===== src/rtl/key_pkg.sv =====
// Shared definitions for the key scheduling controller: data widths and FSM state encoding.
package key_pkg;

  localparam int KEY_W = 128;
  localparam int CRC_W = 16;

  typedef enum logic [2:0] {
    ST_IDLE  = 3'd0,
    ST_START = 3'd1,
    ST_WAIT  = 3'd2,
    ST_LOAD  = 3'd3,
    ST_ERR   = 3'd4
  } state_t;

endpackage


===== src/rtl/key_sched_ctrl_rr_arb2.sv =====
// Two-way round-robin arbiter; the requester granted last loses the next tie.
module rr_arb2
  import key_pkg::*;
(
  input  logic       clk,
  input  logic       rst,
  input  logic [1:0] i_req,
  input  logic [1:0] i_served,
  output logic [1:0] o_pick
);

  logic r_prio1;

  // Select one requester; only a simultaneous request consults the pointer.
  always_comb begin
    o_pick = 2'b00;
    case (i_req)
      2'b01:   o_pick = 2'b01;
      2'b10:   o_pick = 2'b10;
      2'b11:   o_pick = r_prio1 ? 2'b10 : 2'b01;
      default: o_pick = 2'b00;
    endcase
  end

  // Pointer moves away from whichever requester just received its grant.
  always_ff @(posedge clk or posedge rst) begin
    if (rst) begin
      r_prio1 <= 1'b0;
    end else if (i_served[0]) begin
      r_prio1 <= 1'b1;
    end else if (i_served[1]) begin
      r_prio1 <= 1'b0;
    end else begin
      r_prio1 <= r_prio1;
    end
  end

endmodule


===== src/rtl/key_sched_ctrl.sv =====
// Key scheduling controller: serves TX/RX key requests and periodic rekeys through the keygen,
// latching the produced keys and tracking load epochs and keygen timeouts.
module key_sched_ctrl
  import key_pkg::*;
#(
  parameter int REKEY_PERIOD = 1024,
  parameter int TIMEOUT      = 256
) (
  input  logic             clk,
  input  logic             rst,
  input  logic [1:0]       req,
  output logic [1:0]       grant,
  output logic             kg_generate,
  input  logic [KEY_W-1:0] kg_aes_key,
  input  logic [CRC_W-1:0] kg_crc_key,
  input  logic             kg_key_valid,
  input  logic             kg_busy,
  output logic [KEY_W-1:0] aes_key,
  output logic [CRC_W-1:0] crc_key,
  output logic             key_ready,
  output logic [7:0]       epoch,
  output logic             busy,
  output logic             err
);

  localparam int TO_W = (TIMEOUT > 1) ? $clog2(TIMEOUT) : 1;
  localparam int RK_W = (REKEY_PERIOD > 1) ? $clog2(REKEY_PERIOD) : 1;
  localparam logic [TO_W-1:0] TO_LAST = TO_W'((TIMEOUT > 0) ? TIMEOUT - 1 : 0);
  localparam logic [RK_W-1:0] RK_LAST = RK_W'((REKEY_PERIOD > 0) ? REKEY_PERIOD - 1 : 0);
  localparam bit REKEY_EN = (REKEY_PERIOD > 0);

  state_t           r_state;
  state_t           w_state_nxt;
  logic [1:0]       r_winner;
  logic             r_kv_prev;
  logic [TO_W-1:0]  r_to_cnt;
  logic [RK_W-1:0]  r_rk_cnt;
  logic             r_rk_pend;
  logic             r_kg_gen;
  logic             r_busy;
  logic [1:0]       r_grant;
  logic [KEY_W-1:0] r_aes_key;
  logic [CRC_W-1:0] r_crc_key;
  logic             r_key_ready;
  logic [7:0]       r_epoch;
  logic             r_err;

  logic [1:0]       w_pick;
  logic             w_pending;
  logic             w_complete;
  logic             w_timeout;
  logic             w_start_rekey;
  logic             w_gen_nxt;
  logic             w_busy_nxt;
  logic             w_load;
  logic             w_fail;
  logic [1:0]       w_grant_nxt;

  rr_arb2 u_arb (
    .clk      (clk),
    .rst      (rst),
    .i_req    (req),
    .i_served (r_grant),
    .o_pick   (w_pick)
  );

  // A held-high valid from the previous key must never count; only a fresh rising edge completes.
  assign w_pending     = (req != 2'b00) | r_rk_pend;
  assign w_complete    = kg_key_valid & ~r_kv_prev & ~kg_busy;
  assign w_timeout     = (r_to_cnt == TO_LAST);
  assign w_start_rekey = (r_state == ST_IDLE) & w_pending & (req == 2'b00);

  // State register.
  always_ff @(posedge clk or posedge rst) begin
    if (rst) begin
      r_state <= ST_IDLE;
    end else begin
      r_state <= w_state_nxt;
    end
  end

  // Next-state decode.
  always_comb begin
    w_state_nxt = r_state;
    case (r_state)
      ST_IDLE: begin
        if (w_pending) w_state_nxt = ST_START;
        else           w_state_nxt = ST_IDLE;
      end
      ST_START: w_state_nxt = ST_WAIT;
      ST_WAIT: begin
        if (w_complete)     w_state_nxt = ST_LOAD;
        else if (w_timeout) w_state_nxt = ST_ERR;
        else                w_state_nxt = ST_WAIT;
      end
      ST_LOAD: w_state_nxt = ST_IDLE;
      ST_ERR:  w_state_nxt = ST_IDLE;
      default: w_state_nxt = ST_IDLE;
    endcase
  end

  // Outputs are registered from the next state so each is valid for the whole cycle of its state.
  always_comb begin
    w_gen_nxt  = (w_state_nxt == ST_START);
    w_busy_nxt = (w_state_nxt != ST_IDLE);
    w_load     = (w_state_nxt == ST_LOAD);
    w_fail     = (w_state_nxt == ST_ERR);
    if (w_load) w_grant_nxt = r_winner & req;
    else        w_grant_nxt = 2'b00;
  end

  // Output registers; keys move as a whole on entry to LOAD and nowhere else.
  always_ff @(posedge clk or posedge rst) begin
    if (rst) begin
      r_kg_gen    <= 1'b0;
      r_busy      <= 1'b0;
      r_grant     <= 2'b00;
      r_aes_key   <= {KEY_W{1'b0}};
      r_crc_key   <= {CRC_W{1'b0}};
      r_key_ready <= 1'b0;
      r_epoch     <= 8'd0;
      r_err       <= 1'b0;
    end else begin
      r_kg_gen <= w_gen_nxt;
      r_busy   <= w_busy_nxt;
      r_grant  <= w_grant_nxt;
      if (w_load) begin
        r_aes_key   <= kg_aes_key;
        r_crc_key   <= kg_crc_key;
        r_key_ready <= 1'b1;
        r_epoch     <= r_epoch + 8'd1;
        r_err       <= 1'b0;
      end else if (w_fail) begin
        r_err <= 1'b1;
      end
    end
  end

  // Winner capture, valid edge history and keygen timeout counter.
  always_ff @(posedge clk or posedge rst) begin
    if (rst) begin
      r_winner  <= 2'b00;
      r_kv_prev <= 1'b0;
      r_to_cnt  <= {TO_W{1'b0}};
    end else begin
      r_kv_prev <= kg_key_valid;
      if ((r_state == ST_IDLE) && w_pending) r_winner <= w_pick;
      if (r_state == ST_START)     r_to_cnt <= {TO_W{1'b0}};
      else if (r_state == ST_WAIT) r_to_cnt <= r_to_cnt + {{(TO_W-1){1'b0}}, 1'b1};
    end
  end

  // Rekey timer runs only while idle with valid keys; once pending it waits for a free slot.
  always_ff @(posedge clk or posedge rst) begin
    if (rst) begin
      r_rk_cnt  <= {RK_W{1'b0}};
      r_rk_pend <= 1'b0;
    end else if (r_state == ST_LOAD) begin
      r_rk_cnt <= {RK_W{1'b0}};
    end else if (w_start_rekey) begin
      r_rk_pend <= 1'b0;
    end else if (REKEY_EN && (r_state == ST_IDLE) && r_key_ready && !r_rk_pend) begin
      if (r_rk_cnt == RK_LAST) r_rk_pend <= 1'b1;
      else                     r_rk_cnt  <= r_rk_cnt + {{(RK_W-1){1'b0}}, 1'b1};
    end
  end

  assign grant       = r_grant;
  assign kg_generate = r_kg_gen;
  assign aes_key     = r_aes_key;
  assign crc_key     = r_crc_key;
  assign key_ready   = r_key_ready;
  assign epoch       = r_epoch;
  assign busy        = r_busy;
  assign err         = r_err;

endmodule


===== config.mk =====
export PLATFORM = sky130hd
export DESIGN_NAME = key_sched_ctrl
export DESIGN_NICKNAME = d
export VERILOG_FILES = /design/src/rtl/key_pkg.sv /design/src/rtl/key_sched_ctrl_rr_arb2.sv /design/src/rtl/key_sched_ctrl.sv
export SDC_FILE = /design/constraint.sdc
export NUM_CORES = 1
export LEC_CHECK = 0
export CAP_MARGIN = 20
export CORE_MARGIN = 2
export CORE_UTILIZATION = 46
export DETAILED_ROUTE_END_ITERATION = 8
export PLACE_DENSITY = 0.87
export SETUP_SLACK_MARGIN = 0.1
export SLEW_MARGIN = 10
export SYNTH_ARGS = -nofsm -noshare
export SYNTH_HDL_FRONTEND = slang
export SYNTH_SLANG_ARGS = --single-unit
export TNS_END_PERCENT = 5

===== constraint.sdc =====
create_clock -name clk -period 17 [get_ports clk]
set_input_delay 2.55 -clock clk [delete_from_list [all_inputs] [get_ports clk]]
set_output_delay 2.55 -clock clk [all_outputs]
set_load 0.01 [all_outputs]

=== Word level (Yosys, flattened, before mapping) ===
Index checks and enable logic that the tools add are counted.

* Bits in registers: 184
* Input bits: 150
* Output and inout port bits: 158

* Eq/ne operators: 13
* Multiplexer cells: 20
* Bitwise logic cells: 9
* Reduce and logical (&&, ||, !) cells: 16
* Add/sub/neg operators: 3

{| class="wikitable"
|+ Operators by type and width
! kind !! count
|-
| two-way mux 10 bit || 4
|-
| adder 8 x 1 -> 8 bit (second input constant) || 2
|-
| two-way mux 8 bit || 2
|-
| nonzero test 2 bit || 7
|-
| adder 10 x 1 -> 10 bit (second input constant) || 1
|-
| equality test 10 bit (second input constant) || 1
|-
| equality test 3 x 2 -> 1 bit (second input constant) || 3
|-
| one-hot mux 3 bit (3 select lines) || 1
|-
| equality test 8 bit (second input constant) || 1
|-
| two-way mux 1 bit || 8
|-
| equality test 3 x 1 -> 1 bit (second input constant) || 2
|-
| two-way mux 3 bit || 2
|-
| one-hot mux 2 bit (3 select lines) || 1
|-
| AND reduction 3 bit || 2
|-
| bitwise AND 1 bit || 4
|-
| equality test 2 bit (second input constant) || 2
|-
| two-way mux 2 bit || 2
|-
| equality test 3 bit (second input constant) || 1
|-
| logical AND 1 bit || 3
|-
| zero test 3 bit || 1
|-
| inverter 1 bit || 3
|-
| nonzero test 3 bit || 1
|-
| bitwise AND 2 bit || 1
|-
| equality test 2 x 1 -> 1 bit (second input constant) || 1
|-
| other kinds (5) || 5
|}

=== Longest topological paths before layout ===
Gate-level depths: netlist (run 1).

* Depth after elaboration: 8
* Gate-level depth with buffers: 8

=== Hierarchy ===
From an unflattened synthesis (run 1), not the netlist that was laid out.

* Cells, all modules: 786
* Area, all modules: 7308.3 sq um

{| class="wikitable"
|+ By module, submodules not included
! module !! area each (sq um) !! cells each !! sequential area each (sq um) !! times used
|-
| key_sched_ctrl || 7253.2 || 780 || 4579.4 || 1
|-
| rr_arb2 || 55.1 || 6 || 25.0 || 1
|}

=== Worst setup path after synthesis (run 1) ===
Ideal clock, no wire load.

* Path kind: input port to flip-flop
* From: in kg_busy
* To: reg r_epoch[4] (netlist: epoch[4])
* Data arrival time: 3.545 ns
* Library setup time: 0.127 ns
* Stages on the path: 6
* Buffers on the path: 2
* Setup slack: 13.329 ns
* Cell sequence: nor3b_1 and2_1 buf_4 buf_8 nand4_4 xnor2_2

* Word-level cells in the longest chain between the ends: 5

{| class="wikitable"
|+ RTL lines
! element !! line !! text
|-
| from (decl) || key_sched_ctrl.sv:17 || <nowiki>input logic kg_busy,</nowiki>
|-
| inverter 1 bit || key_sched_ctrl.sv:69 || <nowiki>assign w_complete = kg_key_valid & ~r_kv_prev & ~kg_busy;</nowiki>
|-
| bitwise AND 1 bit || key_sched_ctrl.sv:69 ||
|-
| two-way mux 3 bit || key_sched_ctrl.sv:92 || <nowiki>if (w_complete) w_state_nxt = ST_LOAD;</nowiki>
|-
| one-hot mux 3 bit (3 select lines) || key_sched_ctrl.sv:85 || <nowiki>case (r_state)</nowiki>
|-
| equality test 3 x 2 -> 1 bit || key_sched_ctrl.sv:106 || <nowiki>w_load = (w_state_nxt == ST_LOAD);</nowiki>
|-
| to (signal assigned) || key_sched_ctrl.sv:131 || <nowiki>r_epoch <= r_epoch + 8'd1;</nowiki>
|-
| to (decl) || key_sched_ctrl.sv:45 || <nowiki>logic [7:0] r_epoch;</nowiki>
|}

No other way between the ends.
A chain may end at the register's enable or synchronous reset.

=== Final worst setup path (run 1) ===
* From: in kg_key_valid
* To: reg r_epoch[3] (netlist: epoch[3])

* Word-level cells in the longest chain between the ends: 5

{| class="wikitable"
|+ RTL lines
! element !! line !! text
|-
| from (decl) || key_sched_ctrl.sv:16 || <nowiki>input logic kg_key_valid,</nowiki>
|-
| bitwise AND 1 bit (2 in series) || key_sched_ctrl.sv:69 ||
|-
| two-way mux 3 bit || key_sched_ctrl.sv:92 ||
|-
| one-hot mux 3 bit (3 select lines) || key_sched_ctrl.sv:85 ||
|-
| equality test 3 x 2 -> 1 bit || key_sched_ctrl.sv:106 ||
|}

No other way between the ends.

==> summary.log, run 1 <==
[status] outcome finished, final reports clean
[setup_path] beginning of the critical path kg_key_valid
[route] remaining number of nets flagged by the antenna check after routing 0
[yosys] Avg Inst Size Synth 9.319 µm²
[placement] total half-perimeter wirelength after legalization and detailed placement 14.05 mm
[yosys] most frequently used flop master after synthesis dfrtp_1
[finish] number of antenna cells inserted 0
[finish] Design Area, Final 11030 µm²
[timing] tightest slew margin relative to the limit 0.3360
[timing] Fin. Hold Viols 0
[yosys] Cell Area, Synth 7343 µm²
[yosys] count of flip-flops with a built-in enable after synthesis 0
[die] number of ports placed on the die boundary 308
[route] average wire per cell in the routed design 15.24 µm
[yosys] share of flip-flops with an asynchronous set or reset 1.000
[hold_path] count of cells along the worst hold path 1
[clock_network] Resize count post-CTS 0
[die] total number of placement rows 46
[power] static leakage power 5.324 nW
[setup_path] CP Capture Type register
[power] total power consumption of the routed design 1.889 mW
[clock_network] Post-CTS Hold Buffers 0
[route] routed vias/inst 4.843
[die] die width 130.3 µm
[clock_network] number of clock sinks seen by CTS 184
[timing] slew at the pin closest to its max-slew limit 995.9 ps
[yosys] area fraction in and, or, nand and nor cells after synthesis 0.2805
[die] height of the chip 130.3 µm
[yosys] area fraction in compound gates after synthesis 0.03408
[global_route] pin count of the biggest net entering global routing 101
[hold_path] end point of the worst hold path u_arb.r_prio1
[global_route] via count of the first global-routing pass 6186
[timing] final number of max-transition violations 0
[yosys] xor/xnor share of the synthesized area 0.01295
[die] total die area 16990 µm²
[timing] Final min period 5130 ps
[clock_network] worst-case clock buffer depth 2
[timing] worst hold-check slack 455.4 ps
[yosys] Synthesized Nets 941
[power] maximum VDD drop 0.09256 mV
[yosys] number of flip-flops and latches in the synthesized netlist 184
[yosys] fraction of the yosys area taken by sequential cells 0.6270
[timing] number of endpoints failing setup at the final stage 0
[setup_path] worst setup path category input pin to register
[setup_path] Worst Path Required 17300 ps
[finish] most used cells in the layout excluding fill and tap cells 456 x nand2_1, 307 x clkdlybuf4s50_1, 184 x dfrtp_1
[finish] fraction of the core area covered by cells at the end of the flow 0.6994
[route] total DRC errors in the routed layout 0
[clock_network] number of buffers inserted to repair setup after CTS 0
[finish] synthesis-to-finish area growth 50.20%
[timing] final cycle utilization of the critical path 0.3017
[setup_path] number of buffers and inverters on the critical path 2
[global_route] first-pass GRT wire length 30.47 mm
[setup_path] crit-path max cell delay 860 ps
[clock_network] insertion delay to the later sink of the worst-skew pair 420 ps
[finish] Final Instance Count excl. Fillers 1309
[yosys] mux share of post-synthesis cell area 0.001363
[timing] post-layout worst setup margin 11870 ps
[placement] worst-case setup slack after placement 11380 ps
[placement] placer's final routability congestion estimate 0.7897
[setup_path] crit path DAT 5430 ps
[setup_path] reg-to-reg critical path startpoint r_state[1]
[clock_network] CTS tree yes
[global_route] antenna violations before repair 0
[timing] achievable frequency 194.9 MHz
[finish] Nets 1234
[yosys] Post-Synth Adder-Cell Area 0.005112
[die] Initial Util 0.4656
[setup_path] startpoint class of the critical path input pin
[setup_path] cell class contributing the biggest share of worst-path delay simple AND/OR/NAND/NOR gates
[setup_path] cells along the critical path clkdlybuf4s50_1, nor3b_1, and2_4, buf_4, nand4_1, xnor2_1
[global_route] overall track demand over capacity in global routing 0.2308
[setup_path] worst reg2reg endpoint epoch[3]
[timing] Worst Clk Skew 6.077 ps
[setup_path] setup slack of the most critical reg-to-reg path 14070 ps
[clock_network] Num CTS Buffers 17
[setup_path] biggest fanout along the worst timing path 97
[yosys] Yosys warning total 0
[clock_network] H-tree levels 4
[setup_path] slowest stage cell on the critical path buf_4
[timing] setup tns final 0 ps
[finish] share of post-route cells with drive strength above 1 0.03843
[power] power density of the placed cells 171.3 nW/µm²
[yosys] Synth cell types 42
[yosys] dominant combinational cell family by area after synthesis simple AND/OR/NAND/NOR gates
[placement] placed instance area 10460 µm²
[route] detailed-route wire length 19.95 mm
[finish] most frequent standard cell in the layout excluding fill and tap cells nand2_1
[global_route] total congestion overflow 0
[placement] post-placement cell count 1277
[timing] unrepaired setup endpoints after global routing no
[placement] IO Port Bufs 307
[clock_network] clock transition at the register clock pins on the worst setup and hold paths after CTS 60 ps
[yosys] post-synthesis instance total 788
[route] DR pass1 iterations 4
[hold_path] Hold Crit Start grant[0]
[hold_path] path category of the worst min-delay check register to register
[job] number of maximum-capacitance constraint violations 0
[route] iteration-0 DRC count of the detailed router 409
[route] vias post-DR 6340
[die] total core area 15770 µm²
[setup_path] number of cell instances on the worst register-to-register path 5
[clock_network] buffer cell driving the clock tree root clkbuf_16
per-layer routing:
layer	GRT usage	up-vias	wire [µm]
li1	-	3059	-
met1	0.2780	2969	7786
met2	0.3782	263	9712
met3	0.07052	49	1630
met4	0.1164	0	823
met5	0	-	0
cell families (layout without fill, tap and decap cells):
family | Yosys count | in the layout
AND/OR/NAND/NOR | 508 | 508
multiplexers | 1 | 1
AO/OA/AOI/OAI | 39 | 39
XOR/XNOR | 10 | 10
flip-flops | 184 | 184
adder cells (fa/ha/maj) | 3 | 3
buffers and inverters | 43 | 348
where the power goes:
group	switching, mW	internal (mW)	total, mW
registers	0.122	0.633	0.754
clock network	0.166	0.199	0.365
logic	0.345	0.425	0.770
sequential cells by signal, indices dropped and copies added, names as in the netlist, 2 cells and up:
signal and count:
aes_key 128, crc_key 16, epoch 8, grant 2, r_rk_cnt 10, r_state 3, r_to_cnt 8, r_winner 2
worst register-to-register path, cell delays in order, from the launching register on:
cell,delay [ps]
dfrtp_1,510
nor3b_4,440
and2_4,610
buf_4,860
nand4_1,220
xnor2_1,170
layout make-up:
cell class	count	area [µm²]
inverters	6	27.53
clock inverters	9	67.56
multi-input cells	561	2462
clock buffers	22	474.2
fillers	1170	4741
repair buffers	311	3123
flip-flops and latches	184	4604
well taps	216	270.3
worst max-delay path by stage:
stage | to | cells after the start
after detailed placement | epoch[3] | 6
after global placement | epoch[3] | 6
after CTS | epoch[3] | 6
after global routing | epoch[6] | 6
final | epoch[3] | 6
after floorplan | aes_key[0] | 1
cell usage after synthesis, types with 4 or more instances:
cell | n | area share
o31ai_1 | 5 | 0.0051
nand3_1 | 8 | 0.0055
and3_1 | 4 | 0.0034
buf_6 | 11 | 0.017
xor2_1 | 4 | 0.0048
buf_2 | 19 | 0.013
and4_1 | 4 | 0.0048
or3_1 | 6 | 0.0051
inv_1 | 6 | 0.0031
dfrtp_1 | 184 | 0.63
clkbuf_1 | 4 | 0.0020
xnor2_1 | 5 | 0.0060
o21ai_0 | 16 | 0.011
nand4_1 | 6 | 0.0051
nor2_1 | 8 | 0.0041
nand2_1 | 457 | 0.23
a21oi_1 | 8 | 0.0055
Note: power is estimated with default switching activity, not from simulation.
==> run 2, diff against run 1 <==
- CORE_UTILIZATION: 46 -> 43
- PLACE_DENSITY: 0.87 -> 0.83
- clock period: 17 -> 4.77 ns (I/O delays scaled with it)
==> summary.log, run 2 (synthesized netlist as in run 1, its figures left out) <==
[hold_path] path category of the worst min-delay check register to register
[route] vias post-DR 6254
[placement] IO Port Bufs 307
[route] routed vias/inst 4.756
[clock_network] Resize count post-CTS 0
[job] number of maximum-capacitance constraint violations 0
[global_route] pin count of the biggest net entering global routing 83
[clock_network] Post-CTS Hold Buffers 0
[route] detailed-route wire length 19.76 mm
[placement] total half-perimeter wirelength after legalization and detailed placement 13.70 mm
[die] total number of placement rows 47
[power] power density of the placed cells 613.5 nW/µm²
[timing] tightest slew margin relative to the limit 0.3660
[setup_path] startpoint class of the critical path input pin
[finish] Design Area, Final 11100 µm²
[route] iteration-0 DRC count of the detailed router 362
[timing] Fin. Hold Viols 0
[setup_path] number of buffers and inverters on the critical path 2
[timing] worst hold-check slack 468.5 ps
[clock_network] H-tree levels 4
[finish] most used cells in the layout excluding fill and tap cells 456 x nand2_1, 307 x clkdlybuf4s50_1, 184 x dfrtp_1
[setup_path] CP Capture Type register
[finish] synthesis-to-finish area growth 51.20%
[route] DR pass1 iterations 6
[finish] share of post-route cells with drive strength above 1 0.04110
[finish] number of antenna cells inserted 0
[timing] slew at the pin closest to its max-slew limit 949.5 ps
[clock_network] number of buffers inserted to repair setup after CTS 0
[die] total core area 16640 µm²
[die] height of the chip 134.7 µm
[finish] Nets 1235
[setup_path] slowest stage cell on the critical path and2_4
[route] remaining number of nets flagged by the antenna check after routing 0
[setup_path] Worst Path Required 5130 ps
[setup_path] most repeated library cell on the critical path nand2_1
[die] Initial Util 0.4412
[power] maximum VDD drop 0.3068 mV
[timing] Final min period 2903 ps
[global_route] first-pass GRT wire length 31.50 mm
[die] number of ports placed on the die boundary 308
[finish] Filler cells 1304
[timing] achievable frequency 344.5 MHz
[setup_path] crit path DAT 3270 ps
[timing] unrepaired setup endpoints after global routing no
[timing] Worst Clk Skew 8.451 ps
[setup_path] crit-path max cell delay 780 ps
[clock_network] insertion delay to the later sink of the worst-skew pair 420 ps
[timing] final number of max-transition violations 0
[setup_path] worst setup path category input pin to register
[global_route] total congestion overflow 0
[timing] number of endpoints failing setup at the final stage 0
[route] total DRC errors in the routed layout 0
[setup_path] cell class contributing the biggest share of worst-path delay simple AND/OR/NAND/NOR gates
[global_route] via count of the first global-routing pass 6240
[timing] final cycle utilization of the critical path 0.6085
[placement] placed instance area 10520 µm²
[clock_network] CTS tree yes
[finish] number of flip-flops under the largest register name 128
[setup_path] cells along the critical path clkdlybuf4s50_1, nor3b_1, and2_4, buf_12, nand2_1, nand2_1
[placement] placer's final routability congestion estimate 0.7836
[global_route] overall track demand over capacity in global routing 0.2191
[setup_path] biggest fanout along the worst timing path 82
[die] total die area 18140 µm²
[clock_network] Num CTS Buffers 17
[clock_network] buffer cell driving the clock tree root clkbuf_16
[status] outcome finished, final reports clean
[power] static leakage power 5.366 nW
[clock_network] clock transition at the register clock pins on the worst setup and hold paths after CTS 70 ps
[clock_network] number of clock sinks seen by CTS 184
[timing] setup tns final 0 ps
[global_route] antenna violations before repair 0
[clock_network] worst-case clock buffer depth 2
[die] die width 134.7 µm
[route] average wire per cell in the routed design 15.02 µm
[finish] most frequent standard cell in the layout excluding fill and tap cells nand2_1
==> run 2: cell count changes in the layout (fill, tap and decap cells not counted), sizes merged <==
cell | before | now
bufinv | 0 | 1
clkinv | 1 | 3
clkbuf | 22 | 23
buf | 4 | 5
clkinvlp | 6 | 4
inv | 8 | 7
==> run 2: per-layer routing <==
metal | up-vias | GRT usage | share of wire
met4 | 0 | 0.09240 | 0.030
met1 | 2928 | 0.2711 | 0.41
met2 | 228 | 0.3567 | 0.49
li1 | 3054 | - | -
met5 | - | 0 | 0
met3 | 44 | 0.06832 | 0.071
==> run 2: area by class of cell <==
type | count | area [µm²] | area share
Tap cell | 220 | 275.3 | 0.02479
Clock inverter | 9 | 88.84 | 0.008001
Multi-Input combinational cell | 561 | 2462 | 0.2218
Sequential cell | 184 | 4604 | 0.4147
Inverter | 6 | 26.28 | 0.002366
Clock buffer | 23 | 498.0 | 0.04485
Timing Repair Buffer | 312 | 3148 | 0.2835
==> run 2: power breakdown <==
group / switching [mW] / total, mW / internal (mW)
Sequential: 0.426 / 2.68 / 2.25
Clock: 0.599 / 1.39 / 0.793
Combinational: 1.22 / 2.74 / 1.52
==> run 2: per-stage QoR <==
stage                       util  setup slack, ps  power (mW)  std cells
final                     0.6672             1867       6.811       1315
after global routing      0.6672             1700       7.241       1315
after CTS                 0.6672             1884       6.874       1315
after detailed placement  0.6319             1485       5.450       1283
after global placement    0.6319             1622       5.363       1283
after floorplan                -             1690       3.757        788
==> run 2: path summary, 6_finish.rpt <==
| kind | slack [ps] | from | cells past startpoint | end |
|---|---|---|---|---|
| min reg2reg | 470 | epoch[7] | 1 | epoch[7] |
| min in group asynchronous | 800 | rst | 2 | aes_key[30] |
| max | 1870 | kg_key_valid | 6 | aes_key[50] |
| max in group asynchronous | 2880 | rst | 3 | aes_key[1] |
| min | 470 | epoch[7] | 1 | epoch[7] |
| max reg2reg | 2270 | r_kv_prev | 5 | aes_key[50] |
==> RTL change 1, RTL diff (flow settings as in run 1) <==
Add an input register stage for `kg_aes_key`, `kg_crc_key` and `kg_key_valid`, without a reset; this delays them by one clock. The other inputs are not delayed to match.
--- a/src/rtl/key_sched_ctrl.sv
+++ b/src/rtl/key_sched_ctrl.sv
@@ -29,4 +29,14 @@
   localparam logic [RK_W-1:0] RK_LAST = RK_W'((REKEY_PERIOD > 0) ? REKEY_PERIOD - 1 : 0);
   localparam bit REKEY_EN = (REKEY_PERIOD > 0);
+
+  logic [KEY_W-1:0] kg_aes_key_q;
+  logic [CRC_W-1:0] kg_crc_key_q;
+  logic kg_key_valid_q;
+
+  always_ff @(posedge clk) begin
+    kg_aes_key_q   <= kg_aes_key;
+    kg_crc_key_q   <= kg_crc_key;
+    kg_key_valid_q <= kg_key_valid;
+  end
 
   state_t           r_state;
@@ -67,5 +77,5 @@
   // A held-high valid from the previous key must never count; only a fresh rising edge completes.
   assign w_pending     = (req != 2'b00) | r_rk_pend;
-  assign w_complete    = kg_key_valid & ~r_kv_prev & ~kg_busy;
+  assign w_complete    = kg_key_valid_q & ~r_kv_prev & ~kg_busy;
   assign w_timeout     = (r_to_cnt == TO_LAST);
   assign w_start_rekey = (r_state == ST_IDLE) & w_pending & (req == 2'b00);
@@ -126,6 +136,6 @@
       r_grant  <= w_grant_nxt;
       if (w_load) begin
-        r_aes_key   <= kg_aes_key;
-        r_crc_key   <= kg_crc_key;
+        r_aes_key   <= kg_aes_key_q;
+        r_crc_key   <= kg_crc_key_q;
         r_key_ready <= 1'b1;
         r_epoch     <= r_epoch + 8'd1;
@@ -144,5 +154,5 @@
       r_to_cnt  <= {TO_W{1'b0}};
     end else begin
-      r_kv_prev <= kg_key_valid;
+      r_kv_prev <= kg_key_valid_q;
       if ((r_state == ST_IDLE) && w_pending) r_winner <= w_pick;
       if (r_state == ST_START)     r_to_cnt <= {TO_W{1'b0}};
Function: changed (Yosys sat finds a counterexample within 4 cycles, from zero or initial values and one cycle with rst high).
==> RTL change 1 against run 1 <==
- synthesized area rose by 37%
- sequential cell count rose by 145
- final area rose by 32%
- count of clock-buffer cells in the layout rose by 28
- routed wire length rose by 19%
- worst setup slack improved by 0.14 ns
- global-route usage fell by 3.0 points
- largest cell class unchanged
- register-to-register slack got worse by 0.17 ns
- power rose by 36%
- cell count rose by 18%
- via count rose by 16%
- critical endpoint unchanged
==> RTL change 1: results (changes against run 1) <==
Place
  – Setup slack after placement: 11.48 ns (was 11.38 ns)
  – Routability Congestion: 0.811 (was 0.790)
  – Placed cell count: 1,485 (was 1,277)
  – Final HPWL DP: 15,400 um (was 14,100 um)

Clock tree
  – Clock Path Buffers: 3 (was 2)
  – Clk_lat worst skew: 0.54 ns (was 0.42 ns)
  – Htree depth: 1 (was 4)
  – Total CTS buffers: 31 (was 17)

Pwr
  – Internal Pwr Total: 1.84 mW (was 1.26 mW)
  – Leakage dissipation: 6.81 nW (was 5.32 nW)
  – Net load switching power: 0.738 mW (was 0.633 mW)

Final layout
  – Filler cells: 1,512 (was 1,170)
  – Area Overhead vs Synth: 44.1% (was 50.2%)

Synth
  – Post-Syn Nets: 1,083 (was 941)
  – Average size of a mapped cell: 10.8 um2 (was 9.32 um2)
  – Library cells used by synthesis: 40 (was 42)
  – Seq/Total Area, Yosys: 0.745 (was 0.627)
  – Synth area leaders: dfrtp_1, dfxtp_1, nand2_1, clkbuf_1, o21ai_0 (was dfrtp_1, nand2_1, buf_6, buf_2, o21ai_0)
  – Async SR Flop Fraction: 0.559 (was 1.00)

Worst hold path
  – Hold Crit Start: kg_key_valid_q (was grant[0])

Critical path
  – Reg2Reg Setup Slack: 13.90 ns (was 14.07 ns)
  – Arrival @ worst endpoint: 5.42 ns (was 5.43 ns)

Drt
  – Drt total wl: 23,700 um (was 20,000 um)
  – DR iter-0 viols: 369 (was 409)

Global route
  – GRT Resource Usage Total: 0.200 (was 0.231)

Status
  – Outcome: complete, no violations (unchanged)
==> RTL change 1: changes by cell type after synthesis, sizes merged, moves of 3 or more <==
cell	change
or3	-4
nand2	-3
dfxtp	+145
nand3	+3
a21oi	-5
buf	-23
clkbuf	+21
o21ai	-3
or2	+3
nor3	+6
==> RTL change 1: routing by layer <==
metal	wire, um	share of wire	track usage	vias up
li1	-	-	-	3528
met1	9210	0.39	0.238	3484
met2	11900	0.50	0.345	269
met3	1850	0.078	0.0616	61
met4	762	0.032	0.0734	0
met5	0	0	0	-
==> RTL change 1: logic make-up (layout without fill, tap and decap cells) <==
logic type      after synthesis  after routing  share of synthesized area
fa+ha+maj                     3              3                    0.00372
compound gates               33             33                     0.0207
mux                           1              1                   0.000993
xor+xnor                      8              8                    0.00695
buf+inv                      42            375                     0.0175
flops                       329            329                      0.745
simple gates                514            514                      0.205
==> RTL change 1: worst max-delay path by stage <==
stage,slack [ns],start,to
6_report,12.01,kg_busy,epoch[3]
5_1_grt,11.83,kg_busy,epoch[6]
4_1_cts,12.03,kg_busy,epoch[3]
3_5_place_dp,11.48,kg_busy,epoch[3]
3_3_place_gp,11.48,kg_busy,epoch[3]
2_1_floorplan,9.45,rst,aes_key[0]
==> RTL change 1: final cells by class <==
| type | count | share of cell area |
|---|---|---|
| clock buffer | 50 | 0.0680 |
| clock inverter | 8 | 0.0102 |
| inverter | 7 | 0.00233 |
| tap | 280 | 0.0241 |
| multi-input combinational | 559 | 0.166 |
| timing repair buffer | 310 | 0.213 |
| sequential | 329 | 0.517 |
==> RTL change 1: worst reg2reg max path, cell delays in order, from the launching register on <==
cell and delay [ns]:
dfrtp_1 0.43, nor3b_2 0.60, and2_4 0.68, buf_4 0.80, nand4_1 0.32, xnor2_1 0.16
==> RTL change 2, RTL diff (settings of run 1) <==
Made on the original files. Set the parameter `TIMEOUT` to 128 (it was 256).
--- a/src/rtl/key_sched_ctrl.sv
+++ b/src/rtl/key_sched_ctrl.sv
@@ -5,5 +5,5 @@
 #(
   parameter int REKEY_PERIOD = 1024,
-  parameter int TIMEOUT      = 256
+  parameter int TIMEOUT      = 128
 ) (
   input  logic             clk,
Check against the original RTL: no difference found for any inputs over 10 cycles, from zero or initial values and one cycle with rst high; that may be too few to reach the edited logic, so the function may still have changed.
==> RTL change 2 against run 1 <==
- sequential cell count down 1
- register-to-register slack better by 0.15 ns
- global-route usage up 1.8 points
- final area up 0.84%
- clock skew up 0.0042 ns
- cell count up 0.99%
- synthesized area down 1.2%
- routed wire length up 4.6%
- power down 3.9%
- synthesized cell count up 2.3%
- first-iteration DRC count up 16%
- worst setup slack better by 0.31 ns
- count of clock-buffer cells in the layout down 1
- non-clock buffer count up 2
==> RTL change 2: results (changes against run 1) <==
Critical path
  – Delay of the slowest critical-path stage: 0.59 ns (was 0.86 ns)
  – Slowest-stage cell, CP: or3_4 (was buf_4)
  – Reg2reg start: r_state[0] (was r_state[1])
  – Worst Path Max Fanout: 100 (was 97)
  – Reg2Reg Setup Slack: 14.22 ns (was 14.07 ns)
  – Arrival @ worst endpoint: 5.16 ns (was 5.43 ns)
  – Reg2reg path depth: 4 (was 5)
  – Crit path capture: epoch[7] (was epoch[3])

Final layout
  – Layout cells sized above 1: 0.0396 (was 0.0384)
  – Filler cells: 1,119 (was 1,170)
  – Final Core Density: 0.726 (was 0.699)

Synth
  – Commonest cells post-synth: nand2_1, dfrtp_1, clkbuf_1 (was nand2_1, dfrtp_1, buf_2)
  – Post-Syn Nets: 959 (was 941)
  – Library cells used by synthesis: 37 (was 42)
  – Seq/Total Area, Yosys: 0.631 (was 0.627)
  – Synth area leaders: dfrtp_1, nand2_1, clkbuf_1, o21ai_0, buf_2 (was dfrtp_1, nand2_1, buf_6, buf_2, o21ai_0)
  – Syn Inst Count: 806 (was 788)

Place
  – Routability Congestion: 0.868 (was 0.790)
  – Placed inst area: 10,500 um2 (about the same)
  – Placed cell count: 1,289 (was 1,277)

Global route
  – Initial antenna violation count: 0 (unchanged)
  – Vias in the first global route: 6,483 (was 6,186)
  – GRT Resource Usage Total: 0.249 (was 0.231)
  – First-pass GRT wire length: 32,600 um (was 30,500 um)

Drt
  – Via density: 4.86 (was 4.84)
  – Via count: 6,429 (was 6,340)
  – DR iter-0 viols: 475 (was 409)
  – DR pass1 iterations: 5 (was 4)
  – Routed length per instance: 15.8 um (was 15.2 um)

Status
  – Outcome: complete, no violations (unchanged)

Timing
  – Setup Skew: 0.0103 ns (was 0.00608 ns)
  – Worst slew margin: 0.284 (was 0.336)

Pwr
  – Max VDD drop: 88.4 uV (was 92.6 uV)
  – Leakage dissipation: 5.32 nW (about the same)
RTL change 2: stage by stage:
stage / hold WS [ns] / setup WS [ns]
global placement: 0.449 / 11.72
finish: 0.470 / 12.18
detailed placement: 0.459 / 11.70
CTS: 0.477 / 12.13
floorplan: 0.447 / 9.48
global route: 0.489 / 12.04
RTL change 2: cells by family after synthesis:
group | Yosys count | share of synthesized area
adders and majority gates | 3 | 0.00517
AOI/OAI and AO/OA | 48 | 0.0409
muxes | 2 | 0.00276
DFF | 183 | 0.631
and+or+nand+nor | 514 | 0.284
xor gates and xnor gates | 7 | 0.00845
buffers and inverters | 49 | 0.0276
RTL change 2: how the worst min path moves through the flow:
| stage | end | slack, ns | depth (start not counted) |
|---|---|---|---|
| after floorplan | r_rk_cnt[8] | 0.45 | 1 |
| after global placement | u_arb.r_prio1 | 0.45 | 1 |
| after detailed placement | u_arb.r_prio1 | 0.46 | 1 |
| after CTS | aes_key[63] | 0.48 | 2 |
| after global routing | aes_key[44] | 0.49 | 2 |
| final | u_arb.r_prio1 | 0.47 | 1 |
RTL change 2: area by class of cell:
| cell class | count | share of cell area |
|---|---|---|
| well taps | 211 | 0.0237 |
| flip-flops and latches | 183 | 0.412 |
| multi-input cells | 574 | 0.224 |
| clock buffers | 21 | 0.0432 |
| repair buffers | 313 | 0.283 |
| inverters | 10 | 0.00382 |
| clock inverters | 10 | 0.0107 |
RTL change 2: metal layers:
| metal | share of wire | track usage |
|---|---|---|
| met5 | 0 | 0 |
| met4 | 0.035 | 0.121 |
| met3 | 0.078 | 0.0784 |
| met2 | 0.49 | 0.416 |
| met1 | 0.39 | 0.292 |
RTL change 2: power breakdown:
group | total (mW) | switching, mW | internal, mW
Clock | 0.398 | 0.166 | 0.232
Combinational | 0.698 | 0.314 | 0.383
Sequential | 0.720 | 0.111 | 0.609
